===== config.mk =====
export PLATFORM = sky130hd
export DESIGN_NAME = seg_step_gen_flat
export DESIGN_NICKNAME = d
export VERILOG_FILES = /design/src/rtl/seg_step_gen_pkg.sv /design/src/rtl/seg_step_gen_if.sv /design/src/rtl/seg_step_gen_step_chan.sv /design/src/rtl/seg_step_gen.sv /design/src/flat_wrapper.sv
export SDC_FILE = /design/constraint.sdc
export NUM_CORES = 2
export LEC_CHECK = 0
export CELL_PAD_IN_SITES_DETAIL_PLACEMENT = 0
export CELL_PAD_IN_SITES_GLOBAL_PLACEMENT = 2
export CORE_MARGIN = 1.5
export CORE_UTILIZATION = 31
export CTS_BUF_LIST = sky130_fd_sc_hd__clkbuf_8 sky130_fd_sc_hd__clkbuf_16
export CTS_CLUSTER_DIAMETER = 200
export CTS_CLUSTER_SIZE = 16
export DETAILED_ROUTE_END_ITERATION = 12
export PLACE_DENSITY_LB_ADDON = 0.1
export SLEW_MARGIN = 5
export SYNTH_ARGS = -nofsm -noshare
export SYNTH_HDL_FRONTEND = slang
export SYNTH_SLANG_ARGS = --single-unit

===== constraint.sdc =====
create_clock -name clk -period 4.4 [get_ports clk]
set_clock_uncertainty 0.05 [all_clocks]
set_input_delay 1.1 -clock clk [delete_from_list [all_inputs] [get_ports clk]]
set_output_delay 1.1 -clock clk [all_outputs]
set_load 0.01 [all_outputs]

===== src/rtl/seg_step_gen_pkg.sv =====
// Shared state encoding, parameter defaults and channel slicing for the segment step generator.
package seg_step_gen_pkg;

   typedef enum logic [1:0] {S_IDLE, S_RUN, S_WAIT, S_ABORT} state_t;

   localparam int DEF_CHANNELS     = 3;
   localparam int DEF_W            = 32;
   localparam int DEF_WAIT_TIMEOUT = 1000;

   function automatic int chan_lo(input int ch, input int w);
      return ch * w;
   endfunction

endpackage


===== src/rtl/seg_step_gen_if.sv =====
// Segment offer bus from the motion planner: per-channel interval/count with valid/ready handshake.
interface seg_step_gen_if
   import seg_step_gen_pkg::*;
#(
   parameter int CHANNELS = DEF_CHANNELS,
   parameter int W        = DEF_W
);
   logic                  seg_valid;
   logic                  seg_ready;
   logic [CHANNELS*W-1:0] seg_dt;
   logic [CHANNELS*W-1:0] seg_steps;

   modport master (output seg_valid, output seg_dt, output seg_steps, input seg_ready);
   modport slave  (input seg_valid, input seg_dt, input seg_steps, output seg_ready);
endinterface


===== src/rtl/seg_step_gen_step_chan.sv =====
// One step channel: interval and step counters against loaded limits; registered strobe.
// chan_done is combinational and already accounts for the step firing on this edge.
module step_chan
   import seg_step_gen_pkg::*;
#(
   parameter int W = DEF_W
)(
   input  logic         clk,
   input  logic         reset,
   input  logic         load,
   input  logic [W-1:0] load_dt,
   input  logic [W-1:0] load_steps,
   input  logic         run,
   input  logic         abort_step,
   output logic         step_stb,
   output logic [W-1:0] steps,
   output logic         chan_done
);

   logic [W-1:0] dt;
   logic [W-1:0] dt_lim;
   logic [W-1:0] steps_lim;
   logic [W-1:0] dt_lim_eff;
   logic         active;
   logic         fire;

   // Compare at W+1 bits so an all-ones counter cannot wrap into a false match.
   always_comb begin
      dt_lim_eff = (dt_lim == '0) ? W'(1) : dt_lim;
      active     = run && (steps < steps_lim);
      fire       = active && (({1'b0, dt} + 1'b1) >= {1'b0, dt_lim_eff});
      chan_done  = !(steps < steps_lim) ||
                   (fire && (({1'b0, steps} + 1'b1) >= {1'b0, steps_lim}));
   end

   always_ff @(posedge clk) begin
      if (reset) begin
         dt        <= '0;
         dt_lim    <= '0;
         steps     <= '0;
         steps_lim <= '0;
         step_stb  <= 1'b0;
      end else if (load) begin
         dt        <= '0;
         steps     <= '0;
         dt_lim    <= load_dt;
         steps_lim <= load_steps;
         step_stb  <= 1'b0;
      end else if (abort_step) begin
         steps    <= steps + 1'b1;
         step_stb <= 1'b1;
      end else if (fire) begin
         dt       <= '0;
         steps    <= steps + 1'b1;
         step_stb <= 1'b1;
      end else begin
         step_stb <= 1'b0;
         if (active) begin
            dt <= dt + 1'b1;
         end
      end
   end

endmodule


===== src/rtl/seg_step_gen.sv =====
// Multi-channel step generator with a one-deep shadow segment; promote follows seg_done by one cycle.
// seg_ready is low while the shadow holds a segment; starvation times out from WAIT into ABORT stepping.
module seg_step_gen
   import seg_step_gen_pkg::*;
#(
   parameter int CHANNELS     = DEF_CHANNELS,
   parameter int W            = DEF_W,
   parameter int WAIT_TIMEOUT = DEF_WAIT_TIMEOUT
)(
   input  logic                  clk,
   input  logic                  reset,
   seg_step_gen_if.slave         seg,
   input  logic [W-1:0]          abort_dt,
   output logic [CHANNELS-1:0]   step_stb,
   output logic [CHANNELS*W-1:0] steps,
   output logic                  seg_done,
   output logic                  abort,
   output logic                  busy
);

   localparam logic [31:0] WAIT_LAST = 32'(WAIT_TIMEOUT - 1);

   state_t                state;
   logic                  shadow_full;
   logic                  shadow_full_next;
   logic [CHANNELS*W-1:0] sh_dt;
   logic [CHANNELS*W-1:0] sh_steps;
   logic [31:0]           wait_cnt;
   logic [W-1:0]          abort_cnt;
   logic [W-1:0]          abort_lim;
   logic [CHANNELS-1:0]   chan_done;
   logic                  accept;
   logic                  promote;
   logic                  abort_fire;
   logic                  all_done;

   // In RUN the shadow waits for the registered seg_done, giving back-to-back segments.
   always_comb begin
      accept           = seg.seg_valid && seg.seg_ready;
      promote          = shadow_full && ((state != S_RUN) || seg_done);
      shadow_full_next = (shadow_full && !promote) || accept;
      all_done         = &chan_done;
      abort_lim        = (abort_dt == '0) ? W'(1) : abort_dt;
      abort_fire       = (state == S_ABORT) && !promote &&
                         (({1'b0, abort_cnt} + 1'b1) >= {1'b0, abort_lim});
   end

   for (genvar i = 0; i < CHANNELS; i++) begin : g_chan
      step_chan #(.W(W)) u_chan (
         .clk        (clk),
         .reset      (reset),
         .load       (promote),
         .load_dt    (sh_dt[chan_lo(i, W) +: W]),
         .load_steps (sh_steps[chan_lo(i, W) +: W]),
         .run        (state == S_RUN),
         .abort_step (abort_fire),
         .step_stb   (step_stb[i]),
         .steps      (steps[chan_lo(i, W) +: W]),
         .chan_done  (chan_done[i])
      );
   end

   always_ff @(posedge clk) begin
      if (reset) begin
         state         <= S_IDLE;
         shadow_full   <= 1'b0;
         seg.seg_ready <= 1'b1;
         sh_dt         <= '0;
         sh_steps      <= '0;
         wait_cnt      <= '0;
         abort_cnt     <= '0;
         seg_done      <= 1'b0;
         abort         <= 1'b0;
         busy          <= 1'b0;
      end else begin
         shadow_full   <= shadow_full_next;
         seg.seg_ready <= !shadow_full_next;
         if (accept) begin
            sh_dt    <= seg.seg_dt;
            sh_steps <= seg.seg_steps;
         end
         busy     <= (state != S_IDLE) || promote;
         seg_done <= 1'b0;

         case (state)
            S_IDLE: begin
               if (promote) state <= S_RUN;
            end
            S_RUN: begin
               if (seg_done) begin
                  if (!promote) begin
                     state    <= S_WAIT;
                     wait_cnt <= '0;
                  end
               end else if (all_done) begin
                  seg_done <= 1'b1;
               end
            end
            S_WAIT: begin
               if (promote) begin
                  state <= S_RUN;
               end else if (wait_cnt == WAIT_LAST) begin
                  state     <= S_ABORT;
                  abort     <= 1'b1;
                  abort_cnt <= '0;
               end else begin
                  wait_cnt <= wait_cnt + 32'd1;
               end
            end
            S_ABORT: begin
               if (promote) begin
                  state <= S_RUN;
                  abort <= 1'b0;
               end else if (abort_fire) begin
                  abort_cnt <= '0;
               end else begin
                  abort_cnt <= abort_cnt + 1'b1;
               end
            end
            default: state <= S_IDLE;
         endcase
      end
   end

endmodule


===== src/flat_wrapper.sv =====
// flat-port wrapper written by rule: the top's interface ports become plain ports
module seg_step_gen_flat import seg_step_gen_pkg::*;
#(
   parameter int CHANNELS     = DEF_CHANNELS,
   parameter int W            = DEF_W,
   parameter int WAIT_TIMEOUT = DEF_WAIT_TIMEOUT
)
  (clk, reset, abort_dt, step_stb, steps, seg_done, abort, busy, seg_seg_valid, seg_seg_dt, seg_seg_steps, seg_seg_ready);
  seg_step_gen_if #(.CHANNELS(CHANNELS), .W(W)) seg_i ();
  input  logic clk;
  input  logic reset;
  input  logic [W-1:0] abort_dt;
  output logic [CHANNELS-1:0] step_stb;
  output logic [CHANNELS*W-1:0] steps;
  output logic seg_done;
  output logic abort;
  output logic busy;
  input wire logic [$bits(seg_i.seg_valid)-1:0] seg_seg_valid;
  input wire logic [$bits(seg_i.seg_dt)-1:0] seg_seg_dt;
  input wire logic [$bits(seg_i.seg_steps)-1:0] seg_seg_steps;
  output wire logic [$bits(seg_i.seg_ready)-1:0] seg_seg_ready;
  assign seg_i.seg_valid = seg_seg_valid;
  assign seg_i.seg_dt = seg_seg_dt;
  assign seg_i.seg_steps = seg_seg_steps;
  assign seg_seg_ready = seg_i.seg_ready;
  seg_step_gen #(.CHANNELS(CHANNELS), .W(W), .WAIT_TIMEOUT(WAIT_TIMEOUT)) u_core (.clk(clk), .reset(reset), .seg(seg_i), .abort_dt(abort_dt), .step_stb(step_stb), .steps(steps), .seg_done(seg_done), .abort(abort), .busy(busy));
endmodule

==> metrics.yaml <==
outcome:
  status: "finished, final reports clean"
critical_path:
  reg2reg_depth: 21
  path_depth: 21
  crit_chain: "nand2_2 -> nor4_4 -> buf_4 -> nand3_4 -> or4_4 -> xnor2_4 -> ha_4 -> nand3_4 -> nor4_4 -> buf_4 -> o311ai_2 -> o211ai_1 -> buf_4 -> buf_6 -> o211a_4 -> buf_8 -> nor3_4 -> buf_12 -> buf_4 -> and4b_1 -> a31o_2"
  path_common_cell: "buf_4"
  worstPathMaxFanout: 6
  r2r-end: "u_core.g_chan[2].u_chan.dt[29]"
  cp-start-kind: "register"
  crit_path_max_incr_delay_ns: 0.56
  cp.arrival_ns: 4.87
  end_kind: "register"
  required_ns: 4.90
  path_buf_inv: 7
  crit_family: "simple AND/OR/NAND/NOR gates"
  r2r_setup_slack_ns: 0.03
  slowest_stage: "or4_4"
  rr_startpoint: "u_core.abort_cnt[3]"
  path_class: "reg -> reg"
clock_network:
  clockRootBuffer: "clkbuf_16"
  htree_levels: 2
  cts_buffers: 46
  clockBufferDepth: 3
  clkTransAtPathRegs_ns: 0.09
  cts_tree: "done"
  cts.sinks: 650
  clock_latency_ns: 0.64
timing:
  setup_tns_ns: 0
  tightestPinTransition_ns: 1.07
  setup_viol_count_final: 0
  maxSlewHeadroom_pct: 28.7
  report.final.slew_viol_count: 0
  rsz0062_at_grt: "true"
  max_freq_mhz: 229
  timing.hold.ws_ns: 0.396
  finalCritPeriodShare_pct: 99.4
  min_period_ns: 4.37
  finalHoldViolations: 0
logic_synthesis:
  synth_area_leaders: "dfxtp_1, ha_1, nand2_1"
  synth_ff_type: "dfxtp_1"
  async_flop_share_pct: 0
  syn_avg_cell_area_um2: 7.76
  synth_fp_nets: 5225
  synth_cells: 4666
  yosysWarnings: 0
  synth_top_area_cell: "dfxtp_1"
  ys_ff_latch: 650
  synth-edff-count: 0
  yosysUniqueCellTypes: 85
  synthesis.area_mm2: 0.0362
  seq_area_frac_synth_pct: 35.9
  synth_top_area_share_pct: 35.9
pwr:
  powerDensity_mw_per_mm2: 309
  p_total_uw: 14300
  peakVddDrop_mv: 0.251
  leakagePower_uw: 0.0178
routing:
  drt-initial-drc-count: 1550
  drc: 0
  drtPass1Iterations: 5
  viasPerCell: 5.00
  routed_wirelength_mm: 120
  via_count: 33662
  ant_nets: 0
  wire_per_inst_um: 17.9
min_path:
  hold_depth: 2
  hold_class: "reg -> reg"
  worstHoldStart: "u_core.sh_dt[28]"
  min_to: "u_core.g_chan[0].u_chan.dt_lim[28]"
floorplanning:
  pin_count: 330
  die_w_um: 345
  die_y_um: 345
  row_count: 125
  dieArea_mm2: 0.119
  core-area_mm2: 0.116
  start_util_pct: 31.2
global_routing:
  grt_max_degree: 155
  overflow: 0
  grt_first_pass_wirelength_mm: 186
  antenna_found_initial: 1
  grt.total_usage_pct: 19.6
  grt_pass1_vias: 32943
job:
  max_cap_violations: 0
placed_design:
  dpl-instance-area_mm2: 0.0434
  port-buffer-count: 329
  gp_congestion: 0.810
  dp_hpwl_mm: 84.9
finish:
  area.growth.synth_to_final_pct: 27.9
  ff_latch_area_mm2: 0.0130
  fin_nets: 5766
  fill_cells: 12146
  drive_above_1_share_pct: 12.4
  postLayoutCoreUtil_pct: 39.9
  multi_input_area_mm2: 0.0221
  fin_area_mm2: 0.0463
placed cells by master (no fill, tap or decap), types with 9 or more instances in the layout:
master	n
nand2_1	1035
dfxtp_1	641
a21oi_1	581
buf_4	352
ha_1	328
clkdlybuf4s50_1	328
inv_1	265
nor2_1	184
nand3_1	164
xnor2_1	158
o21ai_0	119
nand4_1	102
or3_1	66
xor2_1	65
clkbuf_16	54
nor4_1	49
and3_1	48
nor3_1	35
a21o_1	35
a32o_1	35
mux2i_1	32
and4_1	30
buf_12	27
buf_6	25
a211oi_1	18
a21oi_2	17
o31ai_1	16
o21ai_1	16
a31oi_1	16
a22oi_1	15
o211ai_1	13
nand2b_1	13
o21a_1	13
a311oi_1	13
and2_1	12
or4_1	12
or4_4	9
or3_4	9
per-layer routing:
metal	vias up	global-route usage [%]	part of all wire (%)
met5	-	0	0.014
met4	2	4.04	1.6
met3	95	2.47	3.5
met2	459	33.0	46
met1	15828	26.7	49
li1	17278	-	-
synthesized netlist by cell type, types with 7 or more instances:
| cell type | instances |
|---|---|
| nand2_1 | 1042 |
| dfxtp_1 | 650 |
| a21oi_1 | 597 |
| ha_1 | 332 |
| inv_1 | 265 |
| clkbuf_1 | 201 |
| nor2_1 | 197 |
| nand3_1 | 178 |
| xnor2_1 | 167 |
| o21ai_0 | 139 |
| nand4_1 | 102 |
| or3_1 | 75 |
| xor2_1 | 68 |
| and3_1 | 54 |
| nor4_1 | 52 |
| nor3_1 | 42 |
| a21o_1 | 35 |
| a32o_1 | 35 |
| mux2i_1 | 32 |
| and4_1 | 30 |
| buf_2 | 30 |
| or4_1 | 21 |
| a211oi_1 | 19 |
| a31oi_1 | 18 |
| o31ai_1 | 18 |
| a311oi_1 | 17 |
| a22oi_1 | 15 |
| and2_1 | 14 |
| buf_1 | 14 |
| nand2b_1 | 13 |
| o211ai_1 | 13 |
| o21a_1 | 13 |
| a2111oi_0 | 12 |
| o2bb2ai_1 | 10 |
| nor2b_1 | 8 |
| a31o_2 | 7 |
| nand3b_1 | 7 |
| or2_2 | 7 |
worst max-delay path by stage:
stage                                        from  slack, ns                                 to
floorplan           u_core.g_chan[0].u_chan.dt[0]       0.05   u_core.g_chan[0].u_chan.steps[1]
global placement                     abort_dt[16]      -0.66   u_core.g_chan[2].u_chan.steps[0]
detailed placement                   abort_dt[25]      -0.64      u_core.g_chan[1].u_chan.dt[5]
CTS                           u_core.abort_cnt[0]     -0.006  u_core.g_chan[2].u_chan.steps[13]
global route                  u_core.abort_cnt[1]      -0.15     u_core.g_chan[2].u_chan.dt[29]
finish                        u_core.abort_cnt[3]       0.03     u_core.g_chan[2].u_chan.dt[29]
worst register-to-register path: cells and delay by family, from the launching register on:
family | cells | cell delay, ns
XOR/XNOR | 1 | 0.17
AO/OA/AOI/OAI | 4 | 0.66
adder cells (fa/ha/maj) | 1 | 0.29
flip-flops | 1 | 0.37
buffers and inverters | 7 | 1.09
AND/OR/NAND/NOR | 8 | 1.65
sequential cells by signal, summed over array words and instances (netlist names), 3 cells and up:
register                        flops
u_core.abort_cnt                   32
u_core.g_chan.u_chan.dt            96
u_core.g_chan.u_chan.dt_lim        96
u_core.g_chan.u_chan.step_stb       3
u_core.g_chan.u_chan.steps         96
u_core.g_chan.u_chan.steps_lim     96
u_core.sh_dt                       96
u_core.sh_steps                    96
u_core.wait_cnt                    32
area by class of cell:
| type | count | share of cell area [%] |
|---|---|---|
| well taps | 1524 | 4.11 |
| clock inverters | 2 | 0.0378 |
| inverters | 266 | 2.15 |
| multi-input cells | 3495 | 47.7 |
| repair buffers | 748 | 15.3 |
| flip-flops and latches | 650 | 28.1 |
| clock buffers | 47 | 2.54 |
| diodes | 1 | 0.00540 |
through the flow:
stage,instances,setup slack [ns]
final,6733,0.0264
after global routing,6732,-0.148
after CTS,6689,-0.00581
after detailed placement,6619,-0.644
after global placement,6619,-0.657
after floorplan,4666,0.0486
logic make-up after synthesis:
kind of cell	share of synthesized area, %
AO/OA/AOI/OAI	16.6
XOR/XNOR	5.68
adder cells (fa/ha/maj)	11.5
buffers and inverters	5.62
flip-flops	35.9
multiplexers	0.884
AND/OR/NAND/NOR	23.9
where the power goes:
part	internal, uW	switching, uW
combinational	1510	2410
sequential	6090	139
clock	1900	2260
total	9500	4810
repair_timing:
item	4_1_cts	5_1_grt
gates resized for setup	72	161
hold buffers	0	0
gates cloned	4	10
setup buffers	17	35
pin swaps	30	72
endpoints found under the setup margin	214	204
No activity file was read; power rests on OpenSTA's default activity.
